`config.mk`:
```
export PLATFORM = sky130hd
export DESIGN_NAME = branch_predictor
export DESIGN_NICKNAME = d
export VERILOG_FILES = /design/src/rtl/branch_predictor.sv
export SDC_FILE = /design/constraint.sdc
export NUM_CORES = 2
export LEC_CHECK = 0
export ABC_AREA = 1
export CAP_MARGIN = 0
export CORE_AREA = 5 5 319 321
export DETAILED_ROUTE_END_ITERATION = 8
export DIE_AREA = 0 0 324 326
export HOLD_SLACK_MARGIN = 0.02
export PLACE_DENSITY = 0.64
export SLEW_MARGIN = 0
export SYNTH_ARGS = -nofsm -noshare
export SYNTH_HDL_FRONTEND = slang
export SYNTH_SLANG_ARGS = --single-unit
export TNS_END_PERCENT = 100
```
`constraint.sdc`:
```
create_clock -name clk -period 4.8 [get_ports clk]
set_input_delay 1.44 -clock clk [delete_from_list [all_inputs] [get_ports clk]]
set_output_delay 1.44 -clock clk [all_outputs]
set_load 0.01 [all_outputs]
```
`src/rtl/branch_predictor.sv`:
```
// Fetch-side branch predictor: direct-mapped 2-bit counter table plus tagged BTB,
// trained by execute one edge after resolution, with saturating branch/mispredict totals.
module branch_predictor #(
  parameter int IDX_W  = 4,
  parameter int ADDR_W = 32,
  parameter int TAG_W  = ADDR_W - IDX_W - 2
) (
  input  logic              clk,
  input  logic              rst_n,
  input  logic [ADDR_W-1:0] if_pc,
  output logic              pred_taken,
  output logic [ADDR_W-1:0] pred_target,
  input  logic              upd_en,
  input  logic [ADDR_W-1:0] upd_pc,
  input  logic              upd_taken,
  input  logic [ADDR_W-1:0] upd_target,
  input  logic              upd_mispred,
  output logic [31:0]       br_cnt,
  output logic [31:0]       mispred_cnt
);

  localparam int DEPTH = 2 ** IDX_W;

  logic [1:0]        ctr_q    [DEPTH];
  logic [DEPTH-1:0]  valid_q;
  logic [TAG_W-1:0]  tag_q    [DEPTH];
  logic [ADDR_W-1:0] target_q [DEPTH];
  logic [31:0]       br_cnt_q, br_cnt_d;
  logic [31:0]       mis_cnt_q, mis_cnt_d;
  logic [1:0]        ctr_d;

  logic [IDX_W-1:0]  rd_idx, wr_idx;
  logic [TAG_W-1:0]  rd_tag, wr_tag;
  logic              hit;
  logic              unused_pc_bits;

  function automatic logic [1:0] sat_ctr(input logic [1:0] c, input logic taken);
    if (taken) return (c == 2'b11) ? c : c + 2'b01;
    else       return (c == 2'b00) ? c : c - 2'b01;
  endfunction

  function automatic logic [31:0] sat_inc32(input logic [31:0] v);
    return (v == 32'hFFFF_FFFF) ? v : v + 32'd1;
  endfunction

  assign rd_idx = if_pc[IDX_W+1:2];
  assign rd_tag = if_pc[ADDR_W-1:IDX_W+2];
  assign wr_idx = upd_pc[IDX_W+1:2];
  assign wr_tag = upd_pc[ADDR_W-1:IDX_W+2];
  assign unused_pc_bits = ^upd_pc[1:0];

  // Lookup reads registered state only, so a same-cycle update is never bypassed.
  assign hit         = valid_q[rd_idx] && (tag_q[rd_idx] == rd_tag);
  assign pred_taken  = hit && ctr_q[rd_idx][1];
  assign pred_target = pred_taken ? target_q[rd_idx] : if_pc + ADDR_W'(4);

  assign br_cnt      = br_cnt_q;
  assign mispred_cnt = mis_cnt_q;

  always_comb begin
    ctr_d     = sat_ctr(ctr_q[wr_idx], upd_taken);
    br_cnt_d  = br_cnt_q;
    mis_cnt_d = mis_cnt_q;
    if (upd_en) begin
      br_cnt_d = sat_inc32(br_cnt_q);
      if (upd_mispred) mis_cnt_d = sat_inc32(mis_cnt_q);
    end
  end

  always_ff @(posedge clk or negedge rst_n) begin
    if (!rst_n) begin
      for (int i = 0; i < DEPTH; i++) begin
        ctr_q[i]    <= 2'b01;
        tag_q[i]    <= '0;
        target_q[i] <= '0;
      end
      valid_q   <= '0;
      br_cnt_q  <= '0;
      mis_cnt_q <= '0;
    end else begin
      br_cnt_q  <= br_cnt_d;
      mis_cnt_q <= mis_cnt_d;
      if (upd_en) begin
        ctr_q[wr_idx] <= ctr_d;
        // Taken branches claim the BTB slot even if another PC owned it; counter is shared.
        if (upd_taken) begin
          valid_q[wr_idx]  <= 1'b1;
          tag_q[wr_idx]    <= wr_tag;
          target_q[wr_idx] <= upd_target;
        end
      end
    end
  end

endmodule

```
# Word-level counts from Yosys, hierarchy flattened
# Cells that the tools add are included.
dict set report word_totals {
  word_cells 108
  register_bits 1040
}
dict set report classes {
  n_mux 29
  addsub 5
  reduce_logical 8
  bitwise 5
  magnitude_cmp 6
  n_eq_ne 4
}
# op n
set ops {}
lappend ops {{bitwise mux 512 bit} 1}
lappend ops {{bitwise mux 416 bit} 1}
lappend ops {{binary-select mux 32 bit (select 4 bit)} 1}
lappend ops {{demux 32 bit (select 4 bit)} 1}
lappend ops {{two-way mux 32 bit} 4}
lappend ops {{binary-select mux 26 bit (select 4 bit)} 1}
lappend ops {{demux 26 bit (select 4 bit)} 1}
lappend ops {{two-way mux 26 bit} 3}
lappend ops {{adder 32 x 1 -> 32 bit (second input constant)} 2}
lappend ops {{== test 32 bit (second input constant)} 2}
lappend ops {{adder 32 x 3 -> 32 bit (second input constant)} 1}
lappend ops {{bitwise mux 32 bit} 1}
lappend ops {{== test 26 bit} 1}
lappend ops {{binary-select mux 2 bit (select 4 bit)} 2}
lappend ops {{two-way mux 2 bit} 8}
lappend ops {{OR 16 bit} 1}
lappend ops {{greater-or-equal comparator 5 bit (second input constant)} 2}
lappend ops {{less-than comparator 4 x 5 -> 1 bit (second input constant)} 2}
lappend ops {{NOT 4 -> 5 bit} 2}
lappend ops {{demux 2 bit (select 4 bit)} 1}
lappend ops {{less-than comparator 5 x 1 -> 1 bit (second input constant)} 1}
lappend ops {{binary-select mux 1 bit (select 4 bit)} 1}
lappend ops {{demux 1 bit (select 4 bit)} 1}
lappend ops {{greater-or-equal comparator 4 x 1 -> 1 bit (second input constant)} 1}
lappend ops {{9 further kinds} 15}

# Logic depth before layout (Yosys ltp)
dict set report logic_depth {
  ltp_word 8
  ltp_mapped 22
  depth_no_buf 19
}

# Worst setup path before layout
# Ideal clock, no wire load.
dict set report synth_timing {
  path_type {input -> output}
  from {input port if_pc[2]}
  to {output port pred_target[10]}
  path_stages 19
  arrival_time_ns 3.254
  setup_slack_ns 0.106
  path_cell_list {buf_6 inv_4 buf_8 buf_4 nand2_1 nand2_1 nand2_1 nand3_1 nand3_1 nand3_1 nand2_1 nor2_1 nand2_1 nor2_1 nand2_2 nor2_8 buf_6 nand2_1 o21ai_1}
}
dict set report synth_via {
  elab_chain_cells 8
}
# element line_no
set synth_lines {}
lappend synth_lines {{from (decl)} 10} ;# input logic [ADDR_W-1:0] if_pc,
lappend synth_lines {{NOT 4 -> 5 bit (not written as such)} {53, 54, 55}}
lappend synth_lines {{binary-select mux 26 bit (select 4 bit)} 53} ;# assign hit = valid_q[rd_idx] && (tag_q[rd_idx] == rd_tag);
lappend synth_lines {{two-way mux 26 bit (not written as such) (2 in series)} 53}
lappend synth_lines {{== test 26 bit} 53}
lappend synth_lines {{logical AND 1 bit} 53}
lappend synth_lines {{logical AND 1 bit} 54} ;# assign pred_taken = hit && ctr_q[rd_idx][1];
lappend synth_lines {{two-way mux 32 bit (*)} 55} ;# assign pred_target = pred_taken ? target_q[rd_idx] : if_pc + ADDR_W'(4);
lappend synth_lines {{to (decl)} 12} ;# output logic [ADDR_W-1:0] pred_target,
# Mark *: on every way between the ends. The rest lies on a longest branch, timed or not. The select of a mux whose other input is x is not followed.

# Worst setup path in the final report
dict set report layout_timing {
  from {input port if_pc[3]}
  to {output port pred_target[16]}
}
# Same word-level chain as after synthesis.

==> results.py <==
metrics = {
    "global_route": {
        "antenna_found_initial": 8,
        "grt_remaining_overflow": 0,
        "grt_pass1_wl_um": 253000,
        "grt_pass1_vias": 41800,
        "grtUsageTotal_pct": 30.8,
        "grt_max_degree": 103,
    },
    "detailed_routing": {
        "routed_wl_um": 167000,
        "final_antenna_net_count": 0,
        "viasPerCell": 5.59,
        "drt_iter0_markers": 5428,
        "dr.pass1.iters": 6,
        "vias": 44200,
        "wl_per_cell_um": 21.1,
        "drc": 0,
    },
    "cts": {
        "cts_made_buffers": 111,
        "cts.sink_count": 1040,
        "h-tree-depth": 3,
        "clk_pin_slew_worst_paths_ns": 0.06,
        "clkLatencyLatePin_ns": 0.70,
        "cts-root-buf": "clkbuf_16",
        "cts_buffer_depth": 3,
        "cts_tree": "yes",
        "cts_hold_buf": 0,
    },
    "finish": {
        "fill_cells": 8783,
        "drive_gt1_share_pct": 13.8,
        "synthToLayoutAreaGrowth_pct": 23.9,
        "ff_latch_area_mm2": 0.0260,
        "n_antenna_cell": 0,
        "nets": 6624,
        "multi_input_area_mm2": 0.0204,
        "layout_commonest_cell": "nand2_1",
        "final_cell_mix": "nand2_1, o21ai_0, dfrtp_1, nor2_1, inv_1",
    },
    "yosys": {
        "synth_edf_count": 0,
        "synthFlopType": "dfrtp_1",
        "synth_area_mm2": 0.0490,
        "synth_warnings": 0,
        "avgSynthCellArea_um2": 7.88,
        "synth-seq-area-share_pct": 53.2,
        "synth_nets": 6315,
        "synth.distinct_cells": 43,
        "async_reset_ff_share_pct": 100,
        "synth_cells": 6211,
        "ys_ff_latch": 1040,
    },
    "floorplan": {
        "start_util_pct": 49.5,
        "coreArea_mm2": 0.0990,
        "ios": 198,
        "die_w_um": 324,
        "std_cell_rows": 116,
        "die_y_um": 326,
        "die_area_mm2": 0.106,
    },
    "sta": {
        "tightest_slew_ns": 1.09,
        "skew_ns": 0.0136,
        "hold_viol": 0,
        "whs_ns": 0.462,
        "max_freq_ghz": 0.189,
        "post-route-min-period_ns": 5.29,
        "relSlewSlack_pct": 27.6,
        "rsz0062_at_grt": "yes",
        "maxSlewViolCount": 0,
        "setup_viol": 33,
        "layout_setup_ws_ns": -0.488,
        "min_period_over_period_pct": 110,
    },
    "worst_setup_path": {
        "path_max_fanout": 8,
        "crit_top_cell": "nand3_1",
        "cpPeakStageDelay_ns": 0.18,
        "worst-endpoint-arrival_ns": 3.85,
        "critPathLaunch": "if_pc[3]",
        "rr_endpoint": "br_cnt[30]",
        "cp_slowest_cell": "buf_16",
        "r2r_start": "br_cnt[0]",
        "crit_end": "pred_target[16]",
        "path_cells": "buf_16 -> inv_16 -> buf_16 -> buf_8 -> buf_4 -> nand3_1 -> nand3_1 -> nand3_1 -> nand3_1 -> nand2_1 -> nor2_1 -> nand2_1 -> nor2_2 -> nand2_4 -> nor2_8 -> buf_12 -> buf_12 -> buf_6 -> o21ai_2 -> buf_2",
        "worst-r2r-setup-slack_ns": 2.23,
        "r2r_cells": 12,
        "end_kind": "output pin",
        "cp.required_ns": 3.36,
        "setup.worst_path.start_class": "input port",
        "setup.worst_path.class": "input port to output pin",
    },
    "place": {
        "dp_hpwl_um": 101000,
        "gp_congestion": 0.949,
        "dp_slack_ns": -1.31,
        "io_buffers": 195,
    },
    "power_and_ir_drop": {
        "powerDensity_mw_per_mm2": 400,
        "ir_drop_mv": 0.304,
        "leakage_nw": 29.3,
    },
    "outcome": {
        "outcome": "finished with violations",
        "violations": "setup timing",
    },
    "flow_run": {
        "max_cap_viol_count": 0,
    },
    "hold_path": {
        "hold_class": "flip-flop to flip-flop",
    },
}
-- per-layer routing --
| layer | global-route usage, % | up-vias | part of all wire (%) |
|---|---|---|---|
| li1 | - | 20700 | - |
| met1 | 44.0 | 21400 | 43 |
| met2 | 48.4 | 1763 | 46 |
| met3 | 6.60 | 273 | 8.9 |
| met4 | 7.45 | 12 | 2.4 |
| met5 | 0 | - | 0.046 |
-- worst max-delay path: cells and delay by family --
family,cells,cell delay (ns)
AND/OR/NAND/NOR,10,1.06
AO/OA/AOI/OAI,1,0.05
buffers and inverters,9,1.27
-- synth_stat cells, types with 6 or more instances --
cell      number  area share, %
dfrtp_1     1024             52
nand3_1      334            3.4
dfstp_2       16           0.86
nor4_1         6          0.077
buf_4         17           0.26
a22o_1         6           0.11
o22ai_1       80            1.0
nor2_1       443            3.4
buf_2         46           0.47
xor2_1        63            1.1
nand4_1       29           0.37
o21ai_0     1260             13
xnor2_1       26           0.47
o211ai_1      12           0.18
a22oi_1        8           0.12
clkbuf_1     348            2.7
nor3_1        27           0.28
o21ai_1       19           0.19
o21bai_1       6          0.092
o221ai_1      42           0.75
buf_6         15           0.35
buf_1         24           0.18
a31oi_1        6          0.077
inv_1        383            2.9
nand2_1     1930             15
inv_2         12          0.092
-- worst min path at each step --
stage | startpoint | to | slack, ns | cells after the start
4_1_cts | valid_q[1] | valid_q[1] | 0.47 | 2
3_3_place_gp | valid_q[2] | valid_q[2] | 0.45 | 2
6_report | valid_q[10] | valid_q[10] | 0.46 | 2
2_1_floorplan | valid_q[11] | valid_q[11] | 0.43 | 2
3_5_place_dp | valid_q[5] | valid_q[5] | 0.45 | 2
5_1_grt | valid_q[9] | valid_q[9] | 0.48 | 2
-- cells by family after synthesis --
kind of cell	synth area share, %
DFF	53.2
buffers and inverters	7.04
AOI/OAI and AO/OA	15.5
adders and majority gates	0.0767
and+or+nand+nor	22.6
xor gates and xnor gates	1.59
-- repair_timing --
item / CTS / global route
resized for setup: 315 / 201
gates cloned: 21 / 11
buffers inserted: 39 / 30
setup endpoints to repair: 33 / 33
pin swaps: 31 / 70
-- metrics by stage --
stage               std cells  area, um2  power (mW)  setup TNS, ns  utilization (%)
finish                   7908      60700        24.3         -13.26             61.3
global route             7908      60700        25.5         -16.41             61.3
CTS                      7873      59600        24.3         -12.20             60.2
detailed placement       7613      54500        15.2         -39.99             55.0
global placement         7613      54500        15.0         -38.76             55.0
floorplan                6211      49000        13.6              0                -
-- registers in the layout (all words and copies together) (netlist names) --
signal / cells
tag_q: 416
ctr_q: 32
target_q: 512
br_cnt: 32
valid_q: 16
mispred_cnt: 32
-- report_power, final --
part	leakage [nW]	switching [mW]	internal, mW	total (mW)
clock network	1.90	3.65	5.29	8.94
logic	14.1	2.40	1.73	4.13
registers	13.4	0.873	10.4	11.2
total	29.3	6.93	17.4	24.3
-- final cells by class --
class,count,area share (%)
clock buffers,170,5.59
clock inverters,33,0.709
inverters,400,2.60
multi-input cells,4320,33.7
flip-flops and latches,1040,42.9
well taps,1298,2.68
repair buffers,642,11.7
repair inverters,5,0.130
No activity file was read; power rests on OpenSTA's default activity.
